<file path="config.mk">
export PLATFORM = sky130hd
export DESIGN_NAME = tester_status_monitor
export DESIGN_NICKNAME = d
export VERILOG_FILES = /design/src/rtl/tester_status_monitor.sv
export SDC_FILE = /design/constraint.sdc
export NUM_CORES = 1
export LEC_CHECK = 0
export CAP_MARGIN = 25
export CORE_AREA = 2 2 111 140
export CTS_CLUSTER_SIZE = 28
export DETAILED_ROUTE_END_ITERATION = 16
export DIE_AREA = 0 0 113 142
export GPL_ROUTABILITY_DRIVEN = 0
export MAX_ROUTING_LAYER = met4
export PLACE_DENSITY = 0.88
export SETUP_SLACK_MARGIN = 0.3
export SYNTH_ARGS = -nofsm -noshare
export SYNTH_HDL_FRONTEND = slang
export SYNTH_SLANG_ARGS = --single-unit
</file>
<file path="constraint.sdc">
create_clock -name clock -period 3.3 [get_ports clock]
set_input_delay 0.66 -clock clock [delete_from_list [all_inputs] [get_ports clock]]
set_output_delay 0.66 -clock clock [all_outputs]
set_load 0.02 [all_outputs]
</file>
<file path="src/rtl/tester_status_monitor.sv">
`timescale 1ns/100ps
`default_nettype none
// ============================================================================
//  Module   : tester_status_monitor
//  Function : Cycle counter, global timeout and hang watchdog that latch one
//             final verdict/exit code, then assert finished after a drain.
//  Revision : 1.0
// ============================================================================
module tester_status_monitor #(
    parameter int CYCLE_W      = 64,
    parameter int CODE_W       = 8,
    parameter int MAX_CYCLES   = 1000000,
    parameter int HANG_CYCLES  = 10000,
    parameter int DRAIN_CYCLES = 16
) (
    input  logic               clock,
    input  logic               reset,
    input  logic               tester_done,
    input  logic               tester_error,
    input  logic [CODE_W-1:0]  tester_error_code,
    input  logic               progress,
    output logic [CYCLE_W-1:0] cycle,
    output logic               verdict_valid,
    output logic               passed,
    output logic               failed,
    output logic               timeout,
    output logic               hang,
    output logic [CODE_W-1:0]  exit_code,
    output logic               finished
);

    localparam int DRAIN_W = (DRAIN_CYCLES > 1) ? $clog2(DRAIN_CYCLES) : 1;

    localparam logic [CYCLE_W-1:0] c_cycle_last  = CYCLE_W'(MAX_CYCLES - 1);
    localparam logic [CYCLE_W-1:0] c_hang_last   =
        CYCLE_W'((HANG_CYCLES > 0) ? HANG_CYCLES - 1 : 0);
    localparam logic [DRAIN_W-1:0] c_drain_load  =
        DRAIN_W'((DRAIN_CYCLES > 0) ? DRAIN_CYCLES - 1 : 0);
    localparam bit                 c_hang_en     = (HANG_CYCLES != 0);
    localparam bit                 c_no_drain    = (DRAIN_CYCLES == 0);
    localparam logic [CODE_W-1:0]  c_code_tmo    = '1;
    localparam logic [CODE_W-1:0]  c_code_hang   = {{(CODE_W-1){1'b1}}, 1'b0};
    localparam logic [CODE_W-1:0]  c_code_one    = CODE_W'(1);

    typedef enum logic [1:0] {
        S_IDLE  = 2'd0,
        S_RUN   = 2'd1,
        S_DRAIN = 2'd2,
        S_DONE  = 2'd3
    } state_t;

    state_t              r_state;
    logic [CYCLE_W-1:0]  r_cycle;
    logic [CYCLE_W-1:0]  r_hang_cnt;
    logic [DRAIN_W-1:0]  r_drain_cnt;
    logic                r_verdict_valid;
    logic                r_passed;
    logic                r_failed;
    logic                r_timeout;
    logic                r_hang;
    logic [CODE_W-1:0]   r_exit_code;
    logic                r_finished;

    logic [CYCLE_W-1:0]  w_cycle_inc;
    logic [CYCLE_W-1:0]  w_hang_inc;
    logic                w_hang_hit;
    logic                w_timeout_hit;
    logic                w_event;
    logic [CODE_W-1:0]   w_err_code;

    always_comb begin
        w_cycle_inc   = (r_cycle == '1)    ? r_cycle    : r_cycle + CYCLE_W'(1);
        w_hang_inc    = (r_hang_cnt == '1) ? r_hang_cnt : r_hang_cnt + CYCLE_W'(1);
        // A progress pulse on the would-be hang edge rescues the run.
        w_hang_hit    = c_hang_en && (r_hang_cnt == c_hang_last) && !progress;
        w_timeout_hit = (r_cycle == c_cycle_last);
        w_event       = tester_error | tester_done | w_hang_hit | w_timeout_hit;
        w_err_code    = (tester_error_code == '0) ? c_code_one : tester_error_code;
    end

    always_ff @(posedge clock or negedge reset) begin
        if (!reset) begin
            r_state         <= S_IDLE;
            r_cycle         <= '0;
            r_hang_cnt      <= '0;
            r_drain_cnt     <= '0;
            r_verdict_valid <= 1'b0;
            r_passed        <= 1'b0;
            r_failed        <= 1'b0;
            r_timeout       <= 1'b0;
            r_hang          <= 1'b0;
            r_exit_code     <= '0;
            r_finished      <= 1'b0;
        end else begin
            case (r_state)
                S_IDLE: begin
                    r_state <= S_RUN;
                end
                S_RUN: begin
                    r_cycle    <= w_cycle_inc;
                    r_hang_cnt <= progress ? '0 : w_hang_inc;
                    if (w_event) begin
                        r_verdict_valid <= 1'b1;
                        if (tester_error) begin
                            r_failed    <= 1'b1;
                            r_exit_code <= w_err_code;
                        end else if (tester_done) begin
                            r_passed    <= 1'b1;
                            r_exit_code <= '0;
                        end else if (w_hang_hit) begin
                            r_failed    <= 1'b1;
                            r_hang      <= 1'b1;
                            r_exit_code <= c_code_hang;
                        end else begin
                            r_failed    <= 1'b1;
                            r_timeout   <= 1'b1;
                            r_exit_code <= c_code_tmo;
                        end
                        if (c_no_drain) begin
                            r_state    <= S_DONE;
                            r_finished <= 1'b1;
                        end else begin
                            r_state     <= S_DRAIN;
                            r_drain_cnt <= c_drain_load;
                        end
                    end
                end
                S_DRAIN: begin
                    r_cycle <= w_cycle_inc;
                    if (r_drain_cnt == '0) begin
                        r_state    <= S_DONE;
                        r_finished <= 1'b1;
                    end else begin
                        r_drain_cnt <= r_drain_cnt - DRAIN_W'(1);
                    end
                end
                S_DONE: begin
                    r_state <= S_DONE;
                end
                default: begin
                    r_state <= S_IDLE;
                end
            endcase
        end
    end

    assign cycle         = r_cycle;
    assign verdict_valid = r_verdict_valid;
    assign passed        = r_passed;
    assign failed        = r_failed;
    assign timeout       = r_timeout;
    assign hang          = r_hang;
    assign exit_code     = r_exit_code;
    assign finished      = r_finished;

endmodule
`default_nettype wire

</file>
==> flow_metrics.py, run 1 <==
metrics = {
    "critical_path": {
        "crit_top_cell": "nand4_1",
        "r2r_cells": 6,
        "worstSetupPathType": "reg2reg",
        "arrival_ns": 3.20,
        "crit_chain": "nand4_1, nor3_1, nand3_1, nor3_2, nand4_1, xnor2_1",
        "path_depth": 6,
        "cp_max_fo": 9,
        "cp_num_buf_inv": 0,
        "end_kind": "flop",
        "cp_data_required_time_ns": 3.61,
        "critical_path.slowest_cell": "nor3_1",
        "path_delay_family": "simple AND/OR/NAND/NOR gates",
        "start_kind": "flop",
        "critPathMaxStageDelay_ns": 0.66,
    },
    "die": {
        "core-area_um2": 14760,
        "die_h_um": 142,
        "start_util_pct": 55.78,
        "die_x_um": 113,
        "rows": 50,
        "dieArea_um2": 16050,
        "ios": 91,
    },
    "grt": {
        "globalRoute.totalOverflow": 0,
        "grt_max_degree": 59,
        "grt_pass1_wl_mm": 37.39,
        "track_usage_pct": 29.92,
        "antenna_found_initial": 0,
        "grt_pass1_vias": 7587,
    },
    "logic_synthesis": {
        "synthArstFlopShare_pct": 100.0,
        "synth_edf_count": 0,
        "ys_types": 70,
        "syn_inst": 879,
        "synth_area_um2": 8235,
        "yosysSeqAreaShare_pct": 44.97,
        "synth_top_cell_by_area": "dfrtp_1",
        "ys_seq_elements": 148,
        "synth_top_flop_cell": "dfrtp_1",
        "avgSynthCellArea_um2": 9.369,
        "yosys.area.top_type_share_pct": 44.97,
        "synth_top_cells_by_area": "dfrtp_1 (45%), xnor2_1 (7.3%), nand4_1 (3.8%)",
        "yosysWarnings": 0,
        "syn-num-nets": 899,
    },
    "drt": {
        "drtAntennaViolNets": 0,
        "drc": 1,
        "vias_per_cell": 6.527,
        "drt-initial-drc-count": 687,
        "wl_mm": 23.17,
        "vias": 7630,
        "wl_per_cell_um": 19.82,
        "drt_first_pass_iters": 11,
    },
    "timing": {
        "drv_slew": 0,
        "slew_headroom_pct": 51.06,
        "fin_crit_ns": 2.882,
        "clock.fmax_mhz": 347.0,
        "hold_ws_ns": 0.1973,
        "period_share_pct": 87.32,
        "setup_tns_ns": 0,
        "fin_skew_ns": 0.01184,
        "rsz0062_at_grt": "false",
        "hold_violations": 0,
        "worst_pin_slew_ns": 0.7284,
        "setup_viol": 0,
    },
    "status": {
        "violations": "DRC",
        "outcome": "finished, violations left",
    },
    "cells_and_area": {
        "nNetsFinal": 994,
        "fillers": 1075,
        "layout-drive-gt1-share_pct": 8.713,
        "area_growth_pct": 21.27,
        "antenna_cells": 0,
    },
    "cts": {
        "post_cts_resize_count": 0,
        "clk_pin_slew_ns": 0.06,
        "clock-root-buffer": "clkbuf_16",
        "worstSkewPairLatency_ns": 0.44,
        "cts_hold_buf": 0,
        "htree_num_levels": 4,
        "clk_path_buf_depth": 2,
        "cts_tree": "yes",
        "numCtsBuffers": 17,
        "clkSinkCount": 148,
    },
    "hold_path": {
        "hp-class": "in2async",
    },
    "power": {
        "vdd_ir_drop_max_v": 0.0003382,
        "p_leak_nw": 3.924,
        "p_per_area_nw_per_um2": 385.7,
    },
    "placed_design": {
        "portBuffers": 90,
        "post-dp-hpwl_mm": 15.93,
    },
    "job": {
        "cap_violations": 0,
    },
}
-- cells in the final DEF, fill, tap and decap left out, types with 32 or more instances in the layout --
cell,instances
nor4_1,40
o21ai_0,32
dfrtp_1,148
a21oi_1,41
clkdlybuf4s50_1,89
nand4_1,50
xnor2_1,69
nand2_1,83
nor2_1,57
nand3_1,58
-- flip-flops by register name, indices dropped and copies added, names as in the netlist, 2 cells and up --
register	count
r_state	2
r_hang_cnt	64
r_drain_cnt	4
exit_code	8
cycle	64
-- synthesized netlist by cell type (all sizes together), types with 5 or more instances --
library cell	n
or2	5
nand2b	6
nand4	52
nor2	57
or3	26
o21ai	32
xor2	10
nor4	46
a21oi	41
inv	18
xnor2	69
and2	14
ha	7
nand3	60
and3	28
and4	12
nand2	84
nor4b	5
or4	15
buf	14
nor3	30
mux2i	8
clkbuf	25
nand3b	5
dfrtp	148
a211oi	5
-- cell type report --
class / count / area [µm²] / area share [%]
Multi-Input combinational cell: 674 / 4278 / 42.83
Sequential cell: 148 / 3704 / 37.08
Timing Repair Buffer: 115 / 1115 / 11.16
Clock buffer: 21 / 480.5 / 4.811
Tap cell: 182 / 227.7 / 2.280
Clock inverter: 11 / 115.1 / 1.153
Inverter: 18 / 67.56 / 0.6765
-- kinds of logic (layout without fill, tap and decap cells) --
family | count (synthesis) | count (layout) | share of synthesized area [%]
flip-flops | 148 | 148 | 44.97
XOR/XNOR | 79 | 79 | 8.402
adder cells (fa/ha/maj) | 7 | 7 | 1.063
AO/OA/AOI/OAI | 124 | 124 | 9.861
multiplexers | 9 | 9 | 1.109
AND/OR/NAND/NOR | 455 | 455 | 31.51
buffers and inverters | 57 | 165 | 3.084
-- where the power goes --
group,internal [W],leakage [nW],switching (W)
combinational,0.0000231,1.89,0.0000529
clock,0.00113,0.281,0.000827
sequential,0.00182,1.75,0.00000119
total,0.00297,3.92,0.000882
-- metrics by stage --
stage                     power (W)  cells  setup WS [ns]  utilization [%]  area (µm²)
after global routing       0.003939   1169         0.3152            67.64        9987
after global placement     0.001927   1135         0.3710            63.42        9364
after CTS                  0.003861   1167         0.3213            67.46        9960
after floorplan            0.001866    879         0.6011                -        8235
after detailed placement   0.001928   1135         0.3359            63.42        9364
final                      0.003852   1169         0.4184            67.64        9987
-- layer usage --
metal	wire length [µm]	track usage, %	up-vias	part of all wire, %
met5	0	-	-	0
met4	894	14.57	0	3.9
met3	1588	5.920	76	6.9
met2	11730	49.54	340	51
met1	8949	34.97	3764	39
li1	-	-	3450	-
-- worst paths after layout --
check,startpoint,end,slack [ns]
min reg2reg,failed$_DFFE_PN0P_,failed$_DFFE_PN0P_,0.47
min in group clock,failed$_DFFE_PN0P_,failed$_DFFE_PN0P_,0.47
max in group asynchronous,reset,r_hang_cnt[10]$_DFFE_PN0P_,2.22
max,cycle[7]$_DFFE_PN0P_,cycle[52]$_DFFE_PN0P_,0.42
max reg2reg,cycle[7]$_DFFE_PN0P_,cycle[52]$_DFFE_PN0P_,0.42
min,reset,cycle[46]$_DFFE_PN0P_,0.20
-- repair_timing --
| action | 4_1_cts | 5_1_grt |
|---|---|---|
| setup endpoints to repair | 0 | 14 |
| setup buffers | 0 | 1 |
| hold endpoints to repair | 0 | 0 |
Note: power is estimated with default switching activity, not from simulation.
==> inputs of run 2 (changes only) <==
--- a/config.mk
+++ b/config.mk
@@ -6,13 +6,16 @@
 export NUM_CORES = 1
 export LEC_CHECK = 0
 export CAP_MARGIN = 25
-export CORE_AREA = 2 2 111 140
+export CORE_AREA = 2 2 103 130
+export CTS_BUF_LIST = sky130_fd_sc_hd__clkbuf_4 sky130_fd_sc_hd__clkbuf_8
 export CTS_CLUSTER_SIZE = 28
 export DETAILED_ROUTE_END_ITERATION = 16
-export DIE_AREA = 0 0 113 142
+export DIE_AREA = 0 0 105 132
+export DONT_BUFFER_PORTS = 1
 export GPL_ROUTABILITY_DRIVEN = 0
+export GPL_TIMING_DRIVEN = 0
 export MAX_ROUTING_LAYER = met4
-export PLACE_DENSITY = 0.88
+export PLACE_DENSITY = 0.9
 export SETUP_SLACK_MARGIN = 0.3
 export SYNTH_ARGS = -nofsm -noshare
 export SYNTH_HDL_FRONTEND = slang
==> flow_metrics.py, run 2 (same netlist as run 1, synthesis figures left out) <==
metrics = {
    "timing": {
        "fin_crit_ns": 2.929,
        "fin_skew_ns": 0.009295,
        "period_share_pct": 88.75,
        "hold_ws_ns": -0.1124,
        "hold_violations": 148,
        "drv_slew": 0,
        "setup_tns_ns": 0,
        "worst_pin_slew_ns": 0.7635,
        "slew_headroom_pct": 48.63,
        "setup_viol": 0,
        "clock.fmax_mhz": 341.4,
        "rsz0062_at_grt": "false",
    },
    "critical_path": {
        "worstSetupPathType": "reg2reg",
        "end_kind": "flop",
        "cp_max_fo": 7,
        "critical_path.slowest_cell": "nor4_1",
        "start_kind": "flop",
        "crit_chain": "nor4_1, nand4_1, nor4_1, a2bb2oi_1, a21oi_1, mux2i_1",
        "cp_num_buf_inv": 0,
        "crit_top_cell": "nor4_1",
        "path_delay_family": "simple AND/OR/NAND/NOR gates",
        "arrival_ns": 3.31,
        "critPathMaxStageDelay_ns": 0.71,
        "cp_data_required_time_ns": 3.68,
    },
    "drt": {
        "drtAntennaViolNets": 0,
        "vias_per_cell": 6.805,
        "drt-initial-drc-count": 679,
        "drt_first_pass_iters": 7,
        "drc": 0,
        "wl_per_cell_um": 20.26,
        "vias": 7390,
        "wl_mm": 22.00,
    },
    "die": {
        "start_util_pct": 65.64,
        "ios": 91,
        "dieArea_um2": 13860,
        "die_x_um": 105,
        "rows": 46,
        "core-area_um2": 12550,
        "die_h_um": 132,
    },
    "power": {
        "vdd_ir_drop_max_v": 0.0003610,
        "p_per_area_nw_per_um2": 382.8,
        "p_leak_nw": 3.574,
        "p_total_w": 0.003453,
    },
    "grt": {
        "grt_max_degree": 149,
        "antenna_found_initial": 0,
        "grt_pass1_vias": 7306,
        "globalRoute.totalOverflow": 0,
        "track_usage_pct": 33.68,
        "grt_pass1_wl_mm": 36.29,
    },
    "cts": {
        "numCtsBuffers": 17,
        "clock-root-buffer": "clkbuf_8",
        "clk_pin_slew_ns": 0.08,
        "cts_tree": "yes",
        "clkSinkCount": 148,
        "clk_path_buf_depth": 2,
        "worstSkewPairLatency_ns": 0.47,
        "htree_num_levels": 4,
    },
    "cells_and_area": {
        "layout-drive-gt1-share_pct": 9.586,
        "antenna_cells": 0,
        "final_common_cell": "dfrtp_1",
        "fillers": 951,
        "nNetsFinal": 925,
        "final_cell_mix": "dfrtp_1 (147), nand2_1 (83), xnor2_1 (69), nand3_1 (58), nor2_1 (57)",
        "utilization_pct": 71.90,
        "final_area_um2": 9021,
        "area_growth_pct": 9.541,
    },
    "job": {
        "cap_violations": 0,
    },
    "status": {
        "violations": "hold timing",
        "outcome": "finished, violations left",
    },
    "placed_design": {
        "placed_area_um2": 8446,
        "portBuffers": 0,
        "post-dp-hpwl_mm": 15.11,
    },
    "hold_path": {
        "hp-class": "in2async",
    },
}
-- run 2: cell count changes in the layout (fill, tap and decap cells not counted), moves of 3 or more --
cell | previous run | this run
clkbuf_16 | 17 | 0
buf_2 | 0 | 7
bufinv_16 | 1 | 4
buf_4 | 22 | 9
clkbuf_1 | 0 | 25
clkbuf_8 | 4 | 21
clkdlybuf4s50_1 | 89 | 0
-- run 2: worst reg2reg max path, delay by kind of cell, from the launching register on --
| family | cells | cell delay [ns] |
|---|---|---|
| compound gates | 2 | 0.74 |
| flops | 1 | 0.44 |
| mux | 1 | 0.26 |
| simple gates | 3 | 1.41 |
-- run 2: worst paths after layout --
path                                             from                         end  slack (ns)  cells past startpoint
max                        r_hang_cnt[16]$_DFFE_PN0P_      r_state[1]$_DFFE_PN0P_        0.37                      6
min                                             reset  r_hang_cnt[39]$_DFFE_PN0P_       -0.11                      0
max reg2reg                r_hang_cnt[16]$_DFFE_PN0P_      r_state[1]$_DFFE_PN0P_        0.37                      6
min reg2reg                r_drain_cnt[1]$_DFFE_PN0P_  r_drain_cnt[1]$_DFFE_PN0P_        0.52                      1
max in group asynchronous                       reset       cycle[34]$_DFFE_PN0P_        3.08                      0
min in group clock                           progress   r_hang_cnt[8]$_DFFE_PN0P_        0.39                      2
-- run 2: layout make-up --
class | count | area [µm²] | share of cell area, %
multi-input combinational | 674 | 4323 | 47.92
sequential | 148 | 3705 | 41.07
clock buffer | 21 | 289.0 | 3.204
tap | 168 | 210.2 | 2.330
buffer | 39 | 192.7 | 2.136
clock inverter | 11 | 171.4 | 1.900
inverter | 18 | 67.56 | 0.7490
timing repair buffer | 7 | 62.56 | 0.6935
-- run 2: where the power goes --
part	total [W]	leakage (nW)	switching (W)	internal, W
sequential	0.00181	1.75	0.00000205	0.00181
clock	0.00162	0.229	0.000710	0.000908
combinational	0.0000205	1.60	0.0000137	0.00000682
-- run 2: what timing repair did --
action,in CTS,in global routing
setup buffers,1,6
endpoints found under the setup margin,20,52
pin swaps,1,2
endpoints found under the hold margin,148,148
resized for setup,2,11
-- run 2: through the flow --
step | cells | setup WS (ns)
floorplan | 879 | 0.6011
global placement | 1047 | 0.2194
detailed placement | 1047 | 0.2264
CTS | 1080 | 0.3605
global route | 1086 | 0.3085
finish | 1086 | 0.3713
-- run 2: routing by layer --
metal | wire length, µm | track usage, % | up-vias
met4 | 1062 | 19.48 | 0
met1 | 8133 | 38.22 | 3587
met2 | 11000 | 53.25 | 411
met3 | 1800 | 9.540 | 88
met5 | 0 | - | -
li1 | - | - | 3304
==> inputs of run 3 (changes only) <==
--- a/config.mk
+++ b/config.mk
@@ -8,7 +8,6 @@
 export CAP_MARGIN = 25
 export CORE_AREA = 2 2 103 130
 export CTS_BUF_LIST = sky130_fd_sc_hd__clkbuf_4 sky130_fd_sc_hd__clkbuf_8
-export CTS_CLUSTER_SIZE = 28
 export DETAILED_ROUTE_END_ITERATION = 16
 export DIE_AREA = 0 0 105 132
 export DONT_BUFFER_PORTS = 1
==> results of run 3 <==
Final layout, timing and power as in run 2 (identical DEF).
